**config.mk**
```make
export PLATFORM = sky130hd
export DESIGN_NAME = apb_master_bridge
export DESIGN_NICKNAME = d
export VERILOG_FILES = /design/src/rtl/apb_master_bridge.sv
export SDC_FILE = /design/constraint.sdc
export NUM_CORES = 1
export LEC_CHECK = 0
export ABC_AREA = 1
export ABC_CLOCK_PERIOD_IN_PS = 6770
export BUFFER_PORTS_ARGS = -buffer_cell sky130_fd_sc_hd__buf_2
export CORE_MARGIN = 3
export CORE_UTILIZATION = 45
export CTS_BUF_LIST = sky130_fd_sc_hd__clkbuf_4 sky130_fd_sc_hd__clkbuf_8 sky130_fd_sc_hd__clkbuf_16
export DETAILED_ROUTE_END_ITERATION = 6
export HOLD_SLACK_MARGIN = 0.08
export PLACE_DENSITY = 0.81
export SYNTH_ARGS = -nofsm -noshare
export SYNTH_HDL_FRONTEND = slang
export SYNTH_SLANG_ARGS = --single-unit
export TNS_END_PERCENT = 50
```
**constraint.sdc**
```tcl
create_clock -name clk -period 6.77 [get_ports clk]
set_input_delay 0.677 -clock clk [delete_from_list [all_inputs] [get_ports clk]]
set_output_delay 0.677 -clock clk [all_outputs]
set_load 0.02 [all_outputs]
```
**src/rtl/apb_master_bridge.sv**
```systemverilog
// apb_master_bridge: single-outstanding APB requester with valid/ready command and response ports.
// An ACCESS-phase timeout turns a hung slave into an error response.
module apb_master_bridge #(
  parameter int ADDR_W  = 10,
  parameter int DATA_W  = 32,
  parameter int TIMEOUT = 64
) (
  input  logic              clk,
  input  logic              reset,
  input  logic              cmd_valid_i,
  output logic              cmd_ready_o,
  input  logic              cmd_write_i,
  input  logic [ADDR_W-1:0] cmd_addr_i,
  input  logic [DATA_W-1:0] cmd_wdata_i,
  output logic              rsp_valid_o,
  input  logic              rsp_ready_i,
  output logic [DATA_W-1:0] rsp_rdata_o,
  output logic              rsp_err_o,
  output logic              psel_o,
  output logic              penable_o,
  output logic [ADDR_W-1:0] paddr_o,
  output logic              pwrite_o,
  output logic [DATA_W-1:0] pwdata_o,
  input  logic [DATA_W-1:0] prdata_i,
  input  logic              pready_i
);
  // Width floors at 1 so TIMEOUT=0 still elaborates; the counter is then never compared.
  localparam int CW = TIMEOUT > 0 ? $clog2(TIMEOUT + 1) : 1;
  typedef enum logic [1:0] {IDLE, SETUP, ACCESS, RESP} state_t;
  state_t            state_q, state_d;
  logic [CW-1:0]     cnt_q, cnt_d;
  logic              psel_q, psel_d, penable_q, penable_d, pwrite_q, pwrite_d;
  logic              rsp_valid_q, rsp_valid_d, rsp_err_q, rsp_err_d;
  logic [ADDR_W-1:0] paddr_q, paddr_d;
  logic [DATA_W-1:0] pwdata_q, pwdata_d, rdata_q, rdata_d;
  logic              timed_out;
  assign timed_out   = (TIMEOUT != 0) && (cnt_q == CW'(TIMEOUT - 1));
  assign cmd_ready_o = state_q == IDLE;
  assign psel_o      = psel_q;
  assign penable_o   = penable_q;
  assign paddr_o     = paddr_q;
  assign pwrite_o    = pwrite_q;
  assign pwdata_o    = pwdata_q;
  assign rsp_valid_o = rsp_valid_q;
  assign rsp_rdata_o = rdata_q;
  assign rsp_err_o   = rsp_err_q;
  always_comb begin
    state_d     = state_q;
    cnt_d       = cnt_q;
    psel_d      = psel_q;
    penable_d   = penable_q;
    pwrite_d    = pwrite_q;
    paddr_d     = paddr_q;
    pwdata_d    = pwdata_q;
    rsp_valid_d = rsp_valid_q;
    rsp_err_d   = rsp_err_q;
    rdata_d     = rdata_q;
    case (state_q)
      IDLE: if (cmd_valid_i) begin
        state_d  = SETUP;
        psel_d   = 1'b1;
        pwrite_d = cmd_write_i;
        paddr_d  = cmd_addr_i;
        pwdata_d = cmd_wdata_i;
      end
      SETUP: begin
        state_d   = ACCESS;
        penable_d = 1'b1;
        cnt_d     = '0;
      end
      ACCESS: if (pready_i || timed_out) begin
        state_d     = RESP;
        psel_d      = 1'b0;
        penable_d   = 1'b0;
        rsp_valid_d = 1'b1;
        rsp_err_d   = !pready_i;
        rdata_d     = (pready_i && !pwrite_q) ? prdata_i : '0;
      end else begin
        cnt_d = cnt_q + 1'b1;
      end
      RESP: if (rsp_ready_i) begin
        state_d     = IDLE;
        rsp_valid_d = 1'b0;
        cnt_d       = '0;
      end
      default: state_d = IDLE;
    endcase
  end
  always_ff @(posedge clk or posedge reset) begin
    if (reset) begin
      state_q     <= IDLE;
      cnt_q       <= '0;
      psel_q      <= 1'b0;
      penable_q   <= 1'b0;
      pwrite_q    <= 1'b0;
      paddr_q     <= '0;
      pwdata_q    <= '0;
      rsp_valid_q <= 1'b0;
      rsp_err_q   <= 1'b0;
      rdata_q     <= '0;
    end else begin
      state_q     <= state_d;
      cnt_q       <= cnt_d;
      psel_q      <= psel_d;
      penable_q   <= penable_d;
      pwrite_q    <= pwrite_d;
      paddr_q     <= paddr_d;
      pwdata_q    <= pwdata_d;
      rsp_valid_q <= rsp_valid_d;
      rsp_err_q   <= rsp_err_d;
      rdata_q     <= rdata_d;
    end
  end
endmodule

```
==> results of run 1 <==
[worst max-delay path, stage by stage (launching register included)]
cell      delay [ps]
dfrtp_1          410
inv_1            100
ha_1             240
nand2_1           70
buf_4            360
clkinv_1        1000
nand2_1          300
nand2_1           80
[per-stage QoR]
step	total power, mW	std cells
final	2.20	697
after global routing	2.36	697
after CTS	2.23	697
after detailed placement	1.81	683
after global placement	1.77	683
after floorplan	1.51	435
[sequential cells by signal, summed over array words and instances, names as in the netlist]
| register | flops |
|---|---|
| paddr_o | 10 |
| penable_o | 1 |
| rsp_valid_o | 1 |
| pwdata_o | 32 |
| rsp_rdata_o | 32 |
| state_q | 2 |
| psel_o | 1 |
| pwrite_o | 1 |
| rsp_err_o | 1 |
| cnt_q | 7 |
[per-layer routing]
metal | share of wire (%) | track usage, % | vias up | routed length, um
met5 | 0 | 0 | - | 0
met4 | 0.97 | 5.88 | 0 | 85
met3 | 9.1 | 6.79 | 8 | 801
met2 | 48 | 29.8 | 132 | 4190
met1 | 42 | 23.4 | 1533 | 3700
li1 | - | - | 1650 | -
[worst max path at each step]
stage	startpoint	end	cells after the start
CTS	state_q[0]$_DFFE_PP0P_	pwdata_o[20]$_DFFE_PP0P_	7
finish	state_q[0]$_DFFE_PP0P_	pwdata_o[20]$_DFFE_PP0P_	7
global route	state_q[0]$_DFFE_PP0P_	pwdata_o[28]$_DFFE_PP0P_	7
global placement	cmd_valid_i	pwdata_o[5]$_DFFE_PP0P_	6
floorplan	reset	cnt_q[0]$_DFFE_PP0P_	1
detailed placement	cmd_valid_i	pwdata_o[20]$_DFFE_PP0P_	6
[cells by family (layout without fill, tap and decap cells)]
| family | after synthesis | count (layout) |
|---|---|---|
| AND/OR/NAND/NOR | 270 | 270 |
| flip-flops | 88 | 88 |
| AO/OA/AOI/OAI | 38 | 38 |
| buffers and inverters | 33 | 190 |
| adder cells (fa/ha/maj) | 6 | 6 |
[cell usage in the layout (no fill, tap or decap), drive strengths merged, types with 2 or more instances in the layout]
cell and count:
nand3 11, buf 162, nor2 12, bufinv 3, nand4 2, o21ai 36, ha 6, dfrtp 88
or2 2, nand2 242, clkbuf 10, clkinv 3, inv 12
[cell type report]
type	count	area [um^2]
fillers	721	3390
clock inverters	4	95.1
multi-input cells	314	1480
flip-flops and latches	88	2200
well taps	105	131
inverters	14	53.8
repair buffers	162	818
clock buffers	10	131
[power by group through the flow]
| stage | Combinational (mW) | Sequential (mW) | Clock [mW] |
|---|---|---|---|
| final | 0.955 | 0.830 | 0.418 |
| after global routing | 1.06 | 0.855 | 0.451 |
| after CTS | 0.970 | 0.830 | 0.430 |
| after detailed placement | 0.975 | 0.832 | 0 |
| after global placement | 0.937 | 0.832 | 0 |
| after floorplan | 0.456 | 1.05 | 0 |
==> summary.md, run 1 <==
| Metric | Value |
|---|---|
| Clk sinks | 88 |
| Min cycle time layout | 2710 ps |
| Post-synthesis cell type count | 22 |
| Cells after Synth | 435 |
| Clock root cell | clkbuf_8 |
| Worst Hold Depth | 2 |
| Fmax | 369 MHz |
| Clk Latency, worst-skew pair | 340 ps |
| R2R depth | 7 |
| Synthesized flop and latch total | 88 |
| Router iterations before antenna repair | 4 |
| Simple-gate portion of the synthesized area | 28.0% |
| Crit Path Max Fanout | 44 |
| Main combinational cell family by area after synthesis | simple AND/OR/NAND/NOR gates |
| Req. time, crit path | 6980 ps |
| CTS buffer count | 9 |
| Worst setup SP type | register |
| Kind of critical path | register to register |
| CTS H-Tree Depth | 3 |
| NumNets Final | 675 |
| CP arrival | 2920 ps |
| Cell area after synthesis | 3870 um^2 |
| Synth area leaders | dfrtp_1 57%, nand2_1 23%, o21ai_2 7.7% |
| Yosys warnings | 0 |
| Slew @ Worst Pin | 1130 ps |
| Post-synth EDFFs | 0 |
| Worst r2r dst | pwdata_o[20]$_DFFE_PP0P_ |
| Largest net degree at the start of global routing | 89 |
| Cts repair resizes | 0 |
| DP Area | 4690 um^2 |
| Combinational Power Share | 43.4% |
| Cell with the most instances after synthesis | nand2_1 |
| Clock skew | 9.14 ps |
| Synth async-reset ratio | 100% |
| Max Slew Vio Count | 0 |
| WL/cell | between 10 and 15 um |
| Max clock buf depth | 2 |
| Area Growth Syn to Fin | 27.0% |
| Routability-driven placement congestion ratio | 0.789 |
| Post-synthesis compound-gate area fraction | 8.28% |
| Sw Ratio | 42.1% |
| Yosys top cell area share | 56.9% |
| Hold path endpoint | rsp_rdata_o[22]$_DFFE_PP0P_ |
| TritonCTS clock tree | yes |
| Seq pwr share | between 30% and 40% |
| Initial antenna violation count | 0 |
| Fin crit share | 40.0% |
| Relative slew slack | a little under a quarter |
| Synth Area in XOR/XNOR | 0% |
| Drt first-iter violations | 111 |
| Post-synthesis adder-cell area fraction | 1.94% |
| Die Area | 9750 um^2 |
| Synth cell count leaders | 237 x nand2_1, 88 x dfrtp_1, 34 x o21ai_2, 13 x inv_1 |
| Peak VDD IR | 253 uV |
| Hold WC Path Type | register to register |
| RSZ-0062 raised after global routing | false |
| PD cells | 448 nW/um^2 |
| Total global-route track usage | 18.5% |
| Origin of the critical flop-to-flop path | state_q[0]$_DFFE_PP0P_ |
| GRT overflow | 0 |
| Starting density of the core | 46.6% |
| Cell Rows | 33 |
| Net Count, Synth | 521 |
| Setup TNS Final | 0 ps |
| DIE HEIGHT | between 90 and 100 um |
| Worst Slack Setup Final | roughly 4100 ps |
| Io pins | 160 |
| Internal | 1.27 mW |
| Hold Slack | around 480 ps |
| Final hold violations | 0 |
| Clock share of power | between 10% and 20% |
| Via density | approximately 4.8 |
| Dpl hpwl | 6230 um |
| Die width | 98.7 um |
| Core area | 8300 um^2 |
| Diodes inserted | 0 |
| Dominant cell type by area after synthesis | dfrtp_1 |
| Final Core Density | between 50% and 60% |
| Pre-CTS setup slack | 4040 ps |
| Worst R2R Setup Slack | just over 4000 ps |
| Crit end category | register |
| Global-route wire length before repair | 14700 um |
| Max_cap viols | 0 |
| Psw | 0.928 mW |
| Seq/Total Area, Yosys | 56.9% |
| Setup repair bufs after CTS | 0 |
| Routed via count | 3323 |
| Hold Crit Start | rsp_rdata_o[22]$_DFFE_PP0P_ |
| Share of layout cells above drive strength 1 | 37.3% |
| Cts hold-fix bufs | 0 |
| Status | finished, final reports clean |
| Post-synth top flop | dfrtp_1 |
| DRC viols | 0 |
| Final setup viols | 0 |
| Final WL | 8780 um |
| Vias in the first global route | 3296 |
| Leak pwr | 2.80 nW |
| Antenna-violating nets left | 0 |
| Fin area | 4910 um^2 |
| Multiplexer area fraction after synthesis | 0% |
| Clock slew at reported path FFs | 80 ps |
| Avg Synthesized Cell Area | 8.90 um^2 |
| I/O Buffers | 159 |
No activity file was read; power rests on OpenSTA's default activity.
==> run 2, diff against run 1 <==
- ABC_CLOCK_PERIOD_IN_PS: 6770 -> 2250
- CORE_UTILIZATION: 45 -> 43
- clock period: 6.77 -> 2.25 ns (I/O delays scaled with it)
==> summary.md, run 2 (synthesis results as in run 1) <==
| Metric | Value |
|---|---|
| Antenna-violating nets left | 0 (unchanged) |
| Worst setup SP type | register (unchanged) |
| Seq pwr share | 37.7% (about the same) |
| Leak pwr | 2.98 nW (was 2.80 nW) |
| Uppermost layer routed | met4 (unchanged) |
| RSZ-0062 raised after global routing | false (unchanged) |
| Area Growth Syn to Fin | 38.5% (was 27.0%) |
| CTS buffer count | 9 (unchanged) |
| Dpl hpwl | 6650 um (was 6230 um) |
| Routability-driven placement congestion ratio | 0.868 (was 0.789) |
| Die Area | 10200 um^2 (was 9750 um^2) |
| Hold path endpoint | pwdata_o[26]$_DFFE_PP0P_ (was rsp_rdata_o[22]$_DFFE_PP0P_) |
| Slew @ Worst Pin | 527 ps (was 1130 ps) |
| Worst Path Buf+Inv | 0 (was 3) |
| Diodes inserted | 0 (unchanged) |
| Starting density of the core | 45.7% (was 46.6%) |
| Pre-CTS setup slack | 418 ps (was 4040 ps) |
| WL/cell | 14.1 um (was 12.6 um) |
| TritonCTS clock tree | yes (unchanged) |
| Worst Slack Setup Final | 430 ps (was 4060 ps) |
| Crit path max-delay family | simple AND/OR/NAND/NOR gates (was buffers and inverters) |
| DRC viols | 0 (unchanged) |
| Vias in the first global route | 3550 (was 3296) |
| CP max stage cell | dfrtp_1 (was clkinv_1) |
| Psw | 2.92 mW (was 0.928 mW) |
| Kind of critical path | register to register (unchanged) |
| Hold Crit Start | cmd_wdata_i[26] (was rsp_rdata_o[22]$_DFFE_PP0P_) |
| Relative slew slack | 64.9% (was 24.0%) |
| I/O Buffers | 159 (unchanged) |
| Origin of the critical flop-to-flop path | cnt_q[0]$_DFFE_PP0P_ (was state_q[0]$_DFFE_PP0P_) |
| Total global-route track usage | 20.9% (was 18.5%) |
| Io pins | 160 (unchanged) |
| Req. time, crit path | 2470 ps (was 6980 ps) |
| Hold WC Path Type | input port to register (was register to register) |
| Clock slew at reported path FFs | 80 ps (about the same) |
| Cts hold-fix bufs | 41 (was 0) |
| GRT overflow | 0 (unchanged) |
| Clk sinks | 88 (unchanged) |
| Fin crit share | 80.9% (was 40.0%) |
| Cell Rows | 33 (unchanged) |
| Clock share of power | 17.6% (was 19.0%) |
| Peak VDD IR | 830 uV (was 253 uV) |
| Clock skew | 16.2 ps (was 9.14 ps) |
| CP arrival | 2040 ps (was 2920 ps) |
| Met3 wire length | 1080 um (was 801 um) |
| Wl on met1 | 4350 um (was 3700 um) |
| Max Slew Vio Count | 0 (unchanged) |
| PD cells | 1250 nW/um^2 (was 448 nW/um^2) |
| Setup TNS Final | 0 ps (unchanged) |
| Combinational Power Share | 44.8% (was 43.4%) |
| Max incr delay on CP | 450 ps (was 1000 ps) |
| Most frequent cells in the layout | 237 x nand2_1, 159 x buf_2, 88 x dfrtp_1, 43 x dlygate4sd3_1, 34 x o21ai_2 (was 237 x nand2_1, 159 x buf_2, 88 x dfrtp_1, 34 x o21ai_2, 12 x inv_1) |
| Final hold violations | 0 (unchanged) |
| Worst Hold Depth | 3 (was 2) |
| Initial antenna violation count | 0 (unchanged) |
| Cts repair resizes | 0 (unchanged) |
| Min cycle time layout | 1820 ps (was 2710 ps) |
| Crit end category | register (unchanged) |
| Crit Path Max Fanout | 73 (was 44) |
| Worst r2r dst | cnt_q[3]$_DFFE_PP0P_ (was pwdata_o[20]$_DFFE_PP0P_) |
| Fillers | 648 (was 721) |
| Internal | 3.79 mW (was 1.27 mW) |
| Crit-path cells | ha_1 -> nand2_2 -> nor2_2 -> nand2_2 -> nand2_4 -> nand2_8 -> nand2_4 -> nand2_1 -> nand2_1 (was inv_1 -> ha_1 -> nand2_1 -> buf_4 -> clkinv_1 -> nand2_1 -> nand2_1) |
| DIE HEIGHT | 101 um (was 98.7 um) |
| Router iterations before antenna repair | 4 (unchanged) |
| Largest net degree at the start of global routing | 74 (was 89) |
| Share of layout cells above drive strength 1 | 35.1% (was 37.3%) |
| Power, Total | 6.71 mW (was 2.20 mW) |
| Fmax | 549 MHz (was 369 MHz) |
| Status | finished, final reports clean (unchanged) |
| Routed via count | 3568 (was 3323) |
| Core area | 8460 um^2 (was 8300 um^2) |
| CTS H-Tree Depth | 3 (unchanged) |
| Clk Latency, worst-skew pair | 350 ps (was 340 ps) |
| Worst R2R Setup Slack | 430 ps (was 4060 ps) |
| Met2 wire len | 4880 um (was 4190 um) |
| NumNets Final | 720 (was 675) |
| Max clock buf depth | 2 (unchanged) |
| Max_cap viols | 0 (unchanged) |
| Clock root cell | clkbuf_8 (unchanged) |
| Die width | 101 um (was 98.7 um) |
| Via density | 4.80 (was 4.77) |
| Setup repair bufs after CTS | 0 (unchanged) |
| Final WL | 10500 um (was 8780 um) |
| Sw Ratio | 43.6% (was 42.1%) |
| Most common cell after layout, fill and taps aside | nand2_1 (unchanged) |
| Drt first-iter violations | 111 (unchanged) |
| R2R depth | 9 (was 7) |
| Final setup viols | 0 (unchanged) |
| Global-route wire length before repair | 16900 um (was 14700 um) |
-- run 2: final cells by class --
class | instances | area [um^2] | area share (%)
Clock buffer | 10 | 131 | 2.45
Multi-Input combinational cell | 314 | 1480 | 27.6
Clock inverter | 5 | 82.6 | 1.54
Sequential cell | 88 | 2200 | 41.1
Inverter | 14 | 56.3 | 1.05
Timing Repair Buffer | 207 | 1280 | 23.8
Tap cell | 105 | 131 | 2.45
-- run 2: worst max-delay path by stage --
stage / cells after the start / slack, ps / from / endpoint
2_1_floorplan: 7 / 740 / state_q[0]$_DFFE_PP0P_ / paddr_o[0]$_DFFE_PP0P_
3_3_place_gp: 9 / 510 / cnt_q[0]$_DFFE_PP0P_ / cnt_q[5]$_DFFE_PP0P_
3_5_place_dp: 9 / 420 / cnt_q[0]$_DFFE_PP0P_ / cnt_q[3]$_DFFE_PP0P_
4_1_cts: 9 / 400 / cnt_q[0]$_DFFE_PP0P_ / cnt_q[3]$_DFFE_PP0P_
5_1_grt: 8 / 280 / cnt_q[0]$_DFFE_PP0P_ / cnt_q[3]$_DFFE_PP0P_
6_report: 9 / 430 / cnt_q[0]$_DFFE_PP0P_ / cnt_q[3]$_DFFE_PP0P_
-- run 2: per-layer routing --
layer / track usage, % / up-vias
met1: 25.7 / 1634
li1: - / 1737
met4: 5.39 / 0
met3: 8.37 / 20
met2: 34.3 / 177
met5: 0 / -
-- run 2: power by group through the flow --
stage               Clock (mW)  Sequential, mW  Combinational [mW]
floorplan                    0            3.17                1.37
global placement             0            2.50                2.84
detailed placement           0            2.51                2.93
CTS                       1.21            2.50                2.97
global route              1.27            2.58                3.31
finish                    1.18            2.53                3.00
-- run 2: stage by stage --
step           std cells  util [%]  area [um^2]  hold slack, ps
4_1_cts              741      63.1         5340            80.7
2_1_floorplan        435         -         3870             306
3_3_place_gp         685      55.7         4720             184
6_report             743      63.3         5360             108
3_5_place_dp         685      55.7         4720             195
5_1_grt              743      63.3         5360            90.9
-- run 2: worst reg2reg max path, cell delays in order, from the launching register on --
cell and delay, ps:
dfrtp_1 450, ha_1 270, nand2_2 90, nor2_2 50
nand2_2 100, nand2_4 90, nand2_8 390, nand2_4 140
nand2_1 90, nand2_1 50
